**config.mk**
```make
export PLATFORM = sky130hd
export DESIGN_NAME = ysyx_22040237_core_ctrl
export DESIGN_NICKNAME = d
export VERILOG_FILES = /design/src/rtl/ysyx_22040237_pkg.sv /design/src/rtl/ysyx_22040237_bus_wdog.sv /design/src/rtl/ysyx_22040237_core_ctrl.sv
export SDC_FILE = /design/constraint.sdc
export NUM_CORES = 1
export LEC_CHECK = 0
export CELL_PAD_IN_SITES_DETAIL_PLACEMENT = 0
export CELL_PAD_IN_SITES_GLOBAL_PLACEMENT = 1
export CORE_MARGIN = 2
export CORE_UTILIZATION = 41
export DETAILED_ROUTE_END_ITERATION = 8
export GPL_ROUTABILITY_DRIVEN = 0
export MAX_ROUTING_LAYER = met4
export PLACE_DENSITY = 0.94
export SLEW_MARGIN = 10
export SYNTH_ARGS = -nofsm -noshare
export SYNTH_HDL_FRONTEND = slang
export SYNTH_HIERARCHICAL = 1
export SYNTH_SLANG_ARGS = --single-unit
```
**constraint.sdc**
```tcl
create_clock -name clk -period 4.1 [get_ports clk]
set_input_delay 0.82 -clock clk [delete_from_list [all_inputs] [get_ports clk]]
set_output_delay 0.82 -clock clk [all_outputs]
set_load 0.005 [all_outputs]
```
**src/rtl/ysyx_22040237_pkg.sv**
```systemverilog
// rtl/ysyx_22040237_pkg.sv - shared state encoding, trap causes and reset constants for the core sequencer
package ysyx_22040237_pkg;

   localparam logic [2:0] ST_FETCH_REQ  = 3'd0;
   localparam logic [2:0] ST_FETCH_WAIT = 3'd1;
   localparam logic [2:0] ST_EXEC       = 3'd2;
   localparam logic [2:0] ST_MEM_REQ    = 3'd3;
   localparam logic [2:0] ST_MEM_WAIT   = 3'd4;
   localparam logic [2:0] ST_WB         = 3'd5;
   localparam logic [2:0] ST_HALT       = 3'd6;
   localparam logic [2:0] ST_TRAP       = 3'd7;

   typedef enum logic [2:0] {
      FETCH_REQ  = ST_FETCH_REQ,
      FETCH_WAIT = ST_FETCH_WAIT,
      EXEC       = ST_EXEC,
      MEM_REQ    = ST_MEM_REQ,
      MEM_WAIT   = ST_MEM_WAIT,
      WB         = ST_WB,
      HALT       = ST_HALT,
      TRAP       = ST_TRAP
   } state_t;

   localparam logic [1:0] CAUSE_NONE     = 2'b00;
   localparam logic [1:0] CAUSE_INVALID  = 2'b01;
   localparam logic [1:0] CAUSE_TIMEOUT  = 2'b10;
   localparam logic [1:0] CAUSE_MISALIGN = 2'b11;

   localparam logic [63:0] DEFAULT_RST_PC = 64'h0000_0000_8000_0000;
   localparam logic [31:0] NOP_INST       = 32'h0000_0013;

endpackage

```
**src/rtl/ysyx_22040237_bus_wdog.sv**
```systemverilog
// rtl/ysyx_22040237_bus_wdog.sv - 16-bit bus wait-state counter flagging when the wait limit is reached
module ysyx_22040237_bus_wdog #(
   parameter int BUS_TIMEOUT = 255
) (
   input  logic clk,
   input  logic rst_n,
   input  logic clr,
   input  logic en,
   output logic expired
);

   localparam logic [15:0] LIMIT = 16'(BUS_TIMEOUT);

   logic [15:0] cnt;

   always_ff @(posedge clk or negedge rst_n) begin
      if (!rst_n) begin
         cnt <= '0;
      end else if (clr) begin
         cnt <= '0;
      end else if (en) begin
         cnt <= cnt + 16'd1;
      end
   end

   assign expired = (cnt == LIMIT);

endmodule

```
**src/rtl/ysyx_22040237_core_ctrl.sv**
```systemverilog
// rtl/ysyx_22040237_core_ctrl.sv - multi-cycle fetch/exec/mem/writeback sequencer owning PC, retire and cycle counters
module ysyx_22040237_core_ctrl
   import ysyx_22040237_pkg::*;
#(
   parameter logic [63:0] RST_PC      = DEFAULT_RST_PC,
   parameter int          BUS_TIMEOUT = 255
) (
   input  logic        clk,
   input  logic        rst_n,
   output logic        ifu_req_valid_o,
   input  logic        ifu_req_ready_i,
   input  logic        ifu_rsp_valid_i,
   input  logic [31:0] ifu_rsp_inst_i,
   output logic [63:0] pc_o,
   output logic [31:0] inst_o,
   input  logic        invalid_inst_i,
   input  logic        ebreak_i,
   input  logic        is_load_i,
   input  logic        is_store_i,
   input  logic        rd_wr_en_i,
   input  logic [63:0] next_pc_i,
   output logic        lsu_req_valid_o,
   input  logic        lsu_req_ready_i,
   input  logic        lsu_rsp_valid_i,
   output logic        rf_wr_en_o,
   output logic        wb_sel_mem_o,
   output logic        halt_o,
   output logic        trap_o,
   output logic [1:0]  trap_cause_o,
   output logic [63:0] instret_o,
   output logic [63:0] cycle_o
);

   state_t      state;
   logic [63:0] next_pc_q;
   logic        rd_wr_q;
   logic        is_load_q;
   logic        in_wait;
   logic        hs_done;
   logic        expired;
   logic        timeout;

   always_comb begin
      in_wait = 1'b1;
      hs_done = 1'b0;
      case (state)
         FETCH_REQ:  hs_done = ifu_req_ready_i;
         FETCH_WAIT: hs_done = ifu_rsp_valid_i;
         MEM_REQ:    hs_done = lsu_req_ready_i;
         MEM_WAIT:   hs_done = lsu_rsp_valid_i;
         default:    in_wait = 1'b0;
      endcase
   end

   // Every exit from a wait state is a completed handshake, so clearing on it
   // (and in all non-wait states) leaves the count at zero on entry.
   ysyx_22040237_bus_wdog #(
      .BUS_TIMEOUT(BUS_TIMEOUT)
   ) u_bus_wdog (
      .clk     (clk),
      .rst_n   (rst_n),
      .clr     (!in_wait || hs_done),
      .en      (in_wait),
      .expired (expired)
   );

   assign timeout = in_wait && !hs_done && expired;

   always_ff @(posedge clk or negedge rst_n) begin
      if (!rst_n) begin
         state           <= FETCH_REQ;
         pc_o            <= RST_PC;
         inst_o          <= NOP_INST;
         next_pc_q       <= RST_PC;
         rd_wr_q         <= 1'b0;
         is_load_q       <= 1'b0;
         ifu_req_valid_o <= 1'b1;
         lsu_req_valid_o <= 1'b0;
         rf_wr_en_o      <= 1'b0;
         wb_sel_mem_o    <= 1'b0;
         halt_o          <= 1'b0;
         trap_o          <= 1'b0;
         trap_cause_o    <= CAUSE_NONE;
         instret_o       <= '0;
         cycle_o         <= '0;
      end else begin
         if (state != HALT && state != TRAP) begin
            cycle_o <= cycle_o + 64'd1;
         end
         if (timeout) begin
            state           <= TRAP;
            trap_o          <= 1'b1;
            trap_cause_o    <= CAUSE_TIMEOUT;
            ifu_req_valid_o <= 1'b0;
            lsu_req_valid_o <= 1'b0;
         end else begin
            case (state)
               FETCH_REQ: begin
                  if (ifu_req_ready_i) begin
                     ifu_req_valid_o <= 1'b0;
                     state           <= FETCH_WAIT;
                  end
               end
               FETCH_WAIT: begin
                  if (ifu_rsp_valid_i) begin
                     inst_o <= ifu_rsp_inst_i;
                     state  <= EXEC;
                  end
               end
               EXEC: begin
                  if (invalid_inst_i) begin
                     state        <= TRAP;
                     trap_o       <= 1'b1;
                     trap_cause_o <= CAUSE_INVALID;
                  end else if (ebreak_i) begin
                     state  <= HALT;
                     halt_o <= 1'b1;
                  end else if (next_pc_i[1:0] != 2'b00) begin
                     state        <= TRAP;
                     trap_o       <= 1'b1;
                     trap_cause_o <= CAUSE_MISALIGN;
                  end else begin
                     next_pc_q <= next_pc_i;
                     rd_wr_q   <= rd_wr_en_i;
                     is_load_q <= is_load_i;
                     if (is_load_i || is_store_i) begin
                        lsu_req_valid_o <= 1'b1;
                        state           <= MEM_REQ;
                     end else begin
                        rf_wr_en_o   <= rd_wr_en_i;
                        wb_sel_mem_o <= is_load_i;
                        state        <= WB;
                     end
                  end
               end
               MEM_REQ: begin
                  if (lsu_req_ready_i) begin
                     lsu_req_valid_o <= 1'b0;
                     state           <= MEM_WAIT;
                  end
               end
               MEM_WAIT: begin
                  if (lsu_rsp_valid_i) begin
                     rf_wr_en_o   <= rd_wr_q;
                     wb_sel_mem_o <= is_load_q;
                     state        <= WB;
                  end
               end
               WB: begin
                  rf_wr_en_o      <= 1'b0;
                  wb_sel_mem_o    <= 1'b0;
                  pc_o            <= next_pc_q;
                  instret_o       <= instret_o + 64'd1;
                  ifu_req_valid_o <= 1'b1;
                  state           <= FETCH_REQ;
               end
               HALT, TRAP: ;
            endcase
         end
      end
   end

endmodule

```
Yosys cells after proc, flatten, opt, wreduce, memory -nomap -nowiden:

Index checks and enable logic that the tools add are counted.

* output and inout bits: 232
* logic and storage cells: 117
* bits of input ports: 107
* bits in registers: 317

* add/subtract/negate cells: 3
* bitwise gates (word level): 4
* reduce and logical (&&, ||, !) cells: 26
* multiplexer cells: 46
* eq/ne operators: 22

Operators with widths (count)
* adder 64 x 1 -> 64 bit (second input constant): 2
* 2-to-1 mux 16 bit: 2
* inequality test 3 bit (second input constant): 10
* 2-to-1 mux 3 bit: 9
* 2-to-1 mux 1 bit: 24
* one-hot mux 3 bit (6 select lines): 1
* adder 16 x 1 -> 16 bit (second input constant): 1
* equality test 16 x 8 -> 1 bit (second input constant): 1
* nonzero test 3 bit: 4
* 2-to-1 mux 2 bit: 5
* inequality test 2 bit (second input constant): 5
* AND reduction 5 bit: 2
* AND reduction 7 bit: 1
* nonzero test 7 bit: 1
* equality test 3 x 2 -> 1 bit (second input constant): 2
* equality test 3 bit (second input constant): 2
* one-hot mux 1 bit (3 select lines): 2
* AND reduction 3 bit: 2
* AND reduction 6 bit: 1
* nonzero test 2 bit: 3
* NOT 1 bit: 4
* one-hot mux 1 bit (2 select lines): 2
* one-hot mux 1 bit (4 select lines): 1
* AND reduction 2 bit: 2
* 8 further kinds: 12

Depth between registers and ports, before layout:

Gate-level depths: netlist of the first run.

* depth after elaboration: 7
* mapped depth: 8
* mapped depth without buffers: 6

Cells and area by module:

Netlist of the first run, hierarchy kept.

By module, submodules not included
* ysyx_22040237_core_ctrl: sequential area each 7539.7 um^2, cells an instance 1113, instances 1, area an instance 12638.4 um^2
* ysyx_22040237_bus_wdog: sequential area each 400.4 um^2, cells an instance 90, instances 1, area an instance 870.8 um^2

Worst setup path after synthesis of the first run:

No wires, ideal clock.

* path type: input port to flip-flop
* start: in lsu_req_ready_i
* end: reg u_bus_wdog.cnt[15]
* path buffers: 1
* arrival: 2265 ps
* stages: 7
* required time: 3972 ps
* slack: 1707 ps
* library setup time: 128 ps
* cell sequence: nand2_1 -> a32oi_1 -> buf_2 -> o211a_1 -> nand3_1 -> nor3_2 -> mux2_1

* word-level cells in the longest chain between the ends: 3
* elaborated cells between the ends (all ways): 4
* classes of those cells: 2 x mux; 2 x reduce/logical

RTL lines
* start: declaration: line ysyx_22040237_core_ctrl.sv:23 `input logic lsu_req_ready_i,`
* one-hot mux 1 bit (4 select lines) *: line ysyx_22040237_core_ctrl.sv:46 `case (state)`
* logical OR 1 bit *: line ysyx_22040237_core_ctrl.sv:62 `.clr (!in_wait || hs_done),`
* 2-to-1 mux 16 bit / nonzero test 2 bit (equally long branches)
* end signal: assignment: line ysyx_22040237_bus_wdog.sv:22 `cnt <= cnt + 16'd1;`
* end: declaration: line ysyx_22040237_bus_wdog.sv:14 `logic [15:0] cnt;`

Every way passes the cells marked *; elsewhere a longest branch is shown, timed or not.
A chain may end at the register's enable or synchronous reset.

Worst setup path after layout of the first run:

* start: reg state[2]
* end: reg instret_o[62]

* word-level cells in the longest chain between the ends: 7
* elaborated cells between the ends (all ways): 13
* classes of those cells: 4 x eq/ne; 2 x mux; 1 x bitwise; 6 x reduce/logical

RTL lines
* start: declaration: line ysyx_22040237_core_ctrl.sv:34 `state_t state;`
* start signal: assignment: line ysyx_22040237_core_ctrl.sv:71 `state <= FETCH_REQ;`
* start signal: assignment: line ysyx_22040237_core_ctrl.sv:91 `state <= TRAP;`
* start signal: assignment: line ysyx_22040237_core_ctrl.sv:101 `state <= FETCH_WAIT;`
* equality test 3 bit (tied with other cells): line ysyx_22040237_core_ctrl.sv:46
* one-hot mux 1 bit (4 select lines) / OR reduction 4 bit (equally long branches)
* logical NOT 1 bit / 2-to-1 mux 1 bit (equally long branches): line ysyx_22040237_core_ctrl.sv:67, ysyx_22040237_core_ctrl.sv:46
* logical AND 1 bit (2 in a row): line ysyx_22040237_core_ctrl.sv:67 `assign timeout = in_wait && !hs_done && expired;`
* NOT 1 bit (no source line)
* AND reduction 2 bit (no source line) *
* end signal: assignment: line ysyx_22040237_core_ctrl.sv:153 `instret_o <= instret_o + 64'd1;`
* end: declaration: line ysyx_22040237_core_ctrl.sv:30 `output logic [63:0] instret_o,`

Marks and branches as above.

==> results of run 1 <==
-- sequential cells by signal (all words and copies together), names as in the netlist, 2 cells and up --
signal / flops
trap_cause_o: 2
pc_o: 64
cycle_o: 64
state: 3
instret_o: 64
u_bus_wdog/cnt: 16
next_pc_q: 64
inst_o: 32
-- cells in the final DEF, fill, tap and decap left out, types with 3 or more instances in the layout --
cell             Yosys  routed
o21ai_0             11      11
or3_1                3       3
dfstp_2              6       6
inv_1               20      20
xnor2_1             81      81
mux2i_1              3       3
buf_4                1       7
nand3_1             59      58
clkbuf_8             0       8
nand2_1            252     252
nor2b_1              5       5
nand4_1             45      45
xor2_1              55      55
clkdlybuf4s50_1      0     337
and2_1               7       7
and4_1              10      10
mux2_2              98      98
clkbuf_1            26      14
nand2b_1             6       6
and3_1              15      15
dfrtp_1            311     311
nor2_1              66      65
a21oi_1              5       5
clkbuf_16            0      38
nor3_1              28      28
nor4_1              32      32
or4_1                3       3
ha_1                 6       6
-- final timing paths --
check / end / cells after the start
min in group clk: pc_o[20] / 2
worst min-delay path: instret_o[58] / 1
worst max register to register: instret_o[62] / 5
worst max-delay path: instret_o[62] / 5
max in group asynchronous: next_pc_q[8] / 2
worst min register to register: pc_o[20] / 2
-- metal layers --
metal,up-vias,wire length [um],share of wire [%]
met5,-,0,0
met4,0,837,2.4
met3,56,2840,8.1
met2,380,16300,46
met1,5018,15200,43
li1,4821,-,-
-- through the flow --
| step | power [W] | instance area (um2) | instances |
|---|---|---|---|
| finish | 0.0109 | 18600 | 2022 |
| global route | 0.0115 | 18600 | 2022 |
| CTS | 0.0110 | 18600 | 2021 |
| detailed placement | 0.00774 | 17400 | 1956 |
| global placement | 0.00763 | 17400 | 1956 |
| floorplan | 0.00593 | 13500 | 1203 |
-- final cells by class --
| cell class | instances | area [um2] |
|---|---|---|
| antenna | 1 | 2.50 |
| inverter | 20 | 75.1 |
| timing repair buffer | 347 | 3480 |
| fill | 2664 | 13800 |
| sequential | 317 | 7940 |
| clock buffer | 60 | 1110 |
| tap | 442 | 553 |
| multi-input combinational | 830 | 5360 |
| clock inverter | 5 | 86.3 |
-- report_power, final --
part | switching [W] | leakage, nW | internal, W
sequential | 0.000609 | 4.24 | 0.00406
combinational | 0.00124 | 3.54 | 0.00177
clock | 0.00124 | 0.585 | 0.00198
-- logic make-up after synthesis --
family,share of synthesized area (%)
xor+xnor,8.82
mux,8.47
fa+ha+maj,0.556
simple gates,20.1
compound gates,1.64
flops,58.8
buf+inv,1.65
-- worst max-delay path: cells and delay by family (launching register included) --
| kind | cells | cell delay [ns] |
|---|---|---|
| xor gates and xnor gates | 1 | 0.19 |
| DFF | 1 | 0.64 |
| and+or+nand+nor | 4 | 2.17 |
==> flow_summary.ini, run 1 <==
[setup_path]
crit_type = reg -> reg
critPathLaunch = state[2]
cp-end-kind = register
required_ns = 4.51
slowest_delay_ns = 0.88
path_common_cell = nor4_1
critPathLaunchType = register
cp_max_fo = 15
crit_arrival_ns = 3.51
crit_slowest_cell = nor4_1
timing.rr.start = state[2]
reg2reg_slack_ns = 1.01
cp_cell_sequence = nand3b_1, nor4_1, nand4_1, nor4_1, xor2_1

[sta]
rsz0062_at_grt = no
timing_hold_violations_final = 0
setup_viol = 0
clock-skew-final_ns = 0.0244
fmax_mhz = 323
tightestPinTransition_ns = 0.890
setup_tns_ns = 0
final_max_slew_viol_count = 0
period_minus_slack_ns = 3.09
finalWorstSetupSlack_ns = 1.01
maxSlewHeadroom_pct = 40.1
fin_crit_sh_pct = 75.5
fin_hold_ws_ns = 0.318

[global_routing]
antenna_found_initial = 1
track_usage_pct = 20.9
grt_max_degree = 107
grt_pass1_wl_mm = 55.3
grt_pass1_vias = 10300
grt_busiest_layer = met2
grt_use_met3_pct = 5.24
overflow = 0
grt_util_met1_pct = 27.2
met2_usage_pct = 32.5

[power]
leakage_nw = 8.36
power_density_mw_per_mm2 = 585
ir_worst_vdd_v = 0.000439

[floorplanning]
die_x_um = 186
row_count = 66
start_util_pct = 41.6
core_mm2 = 0.0325
ios = 339
fp.dieArea_mm2 = 0.0344
die_y_um = 186

[logic_synthesis]
netlist_area_mm2 = 0.0135
synthTopCellsByCount = dfrtp_1 (311), nand2_1 (252), mux2_2 (98)
synth-main-ff-cell = dfrtp_1
synth_warnings = 6
netlist.area_leader.share_pct = 57.6
synth_most_common_cell = dfrtp_1
synthCells = 1203
synth.largest_area_cell = dfrtp_1
syn_nets = 1316
async_flop_share_pct = 100
ys_seq_elements = 317
syn_avg_cell_area_um2 = 11.2
ys_top_cells_by_area = dfrtp_1 (58%), mux2_2 (8.2%), nand2_1 (7.0%)
synth_cell_types = 55
seq_area_frac_synth_pct = 58.8
synth_edf_count = 0

[clock_network]
hold_buffers = 0
post_cts_buffers = 0
cts_tree = done
clock_path_buffers = 3
cts_resized = 0
insertion_delay_ns = 0.51
cts-root-buf = clkbuf_16
cts_made_buffers = 36
clk_pin_slew_ns = 0.06
ctsHtreeMaxLevel = 2
clock_sinks = 317

[route]
vias_per_cell = 5.08
finalWirelength_mm = 35.2
dr_total_vias = 10300
drtIter0Drc = 642
drcViolationCount = 0
post_drt_wl_per_cell_um = 17.4
final_antenna_net_count = 0
first_pass_iters = 4

[placement]
dpl.hpwl_mm = 25.1
io_buffers = 338
post-place-ws_ns = 0.964

[run]
cap_violations = 0

[layout]
nets = 1665
post-route-util_pct = 57.4
syn_to_final_growth_pct = 37.8
drive_above_1_share_pct = 11.7

[worst_hold_path]
hp-class = in -> async

[status]
status = finished clean
Note: power is estimated with default switching activity, not from simulation.
==> run 2, diff against run 1 <==
Settings changed: CORE_UTILIZATION 41 to 35, PLACE_DENSITY 0.94 to 0.86.
Clock period 4.1 ns to 2.6 ns, I/O delays scaled along.
==> run 2 against run 1 <==
Against the previous run:
- combinational power rose by 64%
- fmax up 29%
- routed wire length grew 1.6%
- final cell count increased by 4.7%
- critical endpoint is now instret_o[58]
==> flow_summary.ini, run 2 (synthesis results as in run 1) <==
[sta]
fin_crit_sh_pct = 92.2
fmax_mhz = 417
rsz0062_at_grt = no
maxSlewHeadroom_pct = 52.0
timing_hold_violations_final = 0
tightestPinTransition_ns = 0.713
final_max_slew_viol_count = 0
finalWorstSetupSlack_ns = 0.202
clock-skew-final_ns = 0.0218
period_minus_slack_ns = 2.40
setup_viol = 0
setup_tns_ns = 0

[layout]
stdcell_area_mm2 = 0.0189
mostFrequentLayoutCell = clkdlybuf4s50_1
drive_above_1_share_pct = 13.3
nets = 1694
n_fill_cell = 3438
post-route-util_pct = 50.1
final_cell_mix = clkdlybuf4s50_1 (337), dfrtp_1 (311), nand2_1 (252)
syn_to_final_growth_pct = 40.2

[clock_network]
clock_sinks = 317
cts_made_buffers = 37
cts-root-buf = clkbuf_16
clk_pin_slew_ns = 0.06
clock_path_buffers = 3
ctsHtreeMaxLevel = 2
insertion_delay_ns = 0.54
cts_tree = done
cts_resized = 0

[floorplanning]
core_mm2 = 0.0378
die_x_um = 200
row_count = 71
start_util_pct = 35.7
ios = 339
fp.dieArea_mm2 = 0.0402
die_y_um = 200

[route]
finalWirelength_mm = 35.7
drcViolationCount = 0
first_pass_iters = 4
drtIter0Drc = 409
dr_total_vias = 10300
post_drt_wl_per_cell_um = 16.9
final_antenna_net_count = 0
vias_per_cell = 4.86

[setup_path]
critPathLaunch = state[1]
critPathLaunchType = register
cp-end-kind = register
cp_num_buf_inv = 2
crit_slowest_cell = nor4_1
crit_family = simple AND/OR/NAND/NOR gates
cp_cell_sequence = buf_4, nand3b_1, nor4_1, nand4_1, buf_4, nor3_1, xnor2_1
slowest_delay_ns = 0.60
cp_max_fo = 13
timing.rr.start = state[1]
required_ns = 3.05
crit_type = reg -> reg
crit_arrival_ns = 2.85
path_common_cell = buf_4

[worst_hold_path]
hp-class = reg -> reg
hold_start = next_pc_q[18]

[global_routing]
grt_util_met1_pct = 23.2
grt_pass1_wl_mm = 58.4
overflow = 0
antenna_found_initial = 1
grt_max_degree = 71
grt_use_met3_pct = 5.23
track_usage_pct = 18.6
grt_pass1_vias = 10700
grt_busiest_layer = met2
met2_usage_pct = 29.2

[power]
pwr-share-clk_pct = 29.0
comb_power_share_pct = 28.5
leakage_nw = 8.51
finalPower_w = 0.0172
switching_share_pct = 28.5
p_switching_w = 0.00491
power_density_mw_per_mm2 = 910
pwr-share-seq_pct = 42.4
ir_worst_vdd_v = 0.000706
p_int_w = 0.0123

[placement]
place_area_mm2 = 0.0178
io_buffers = 338
dpl.hpwl_mm = 25.9
post-place-ws_ns = 0.0945

[status]
status = finished clean

[run]
cap_violations = 0
[run 2: per-layer routing]
metal,vias to the layer above,routed length [um]
li1,4886,-
met1,5049,15500
met2,312,16700
met3,50,2610
met4,0,922
met5,-,0
[run 2: cell type report]
type	count	area, um2	share of cell area, %
clock inverter	8	80.1	0.423
antenna	1	2.50	0.0132
clock buffer	56	1100	5.80
sequential	317	7940	41.9
timing repair buffer	375	3740	19.8
multi-input combinational	830	5360	28.3
inverter	20	75.1	0.396
tap	511	639	3.38
[run 2: final timing paths]
path                       slack [ns]             to  depth (start not counted)
max reg2reg                      0.20  instret_o[58]                          7
min reg2reg                      0.45       pc_o[18]                          2
max                              0.20  instret_o[58]                          7
min                              0.45       pc_o[18]                          2
max in group asynchronous        1.31      inst_o[0]                          3
min in group asynchronous        0.51  instret_o[58]                          2
[run 2: worst register-to-register path: cells and delay by family (launching register included)]
kind	cells	cell delay, ns
xor+xnor	1	0.14
buf+inv	2	0.41
flops	1	0.38
simple gates	4	1.37
[run 2: metrics by stage]
stage                     hold slack [ns]  std cells
after floorplan                     0.224       1203
after global placement              0.441       2052
after detailed placement            0.445       2052
after CTS                           0.445       2117
after global routing                0.471       2118
final                               0.447       2118
[run 2: timing repair]
| item | CTS | global route |
|---|---|---|
| hold buffers | 1 | 0 |
| hold endpoints to repair | 42 | 0 |
| setup buffers | 0 | 0 |
[run 2: power groups by stage]
stage	clock network [W]	registers [W]	logic [W]
after global routing	0.00537	0.00751	0.00541
after detailed placement	0	0.00737	0.00497
after global placement	0	0.00730	0.00489
final	0.00501	0.00731	0.00492
after floorplan	0	0.00728	0.00208
after CTS	0.00519	0.00732	0.00500
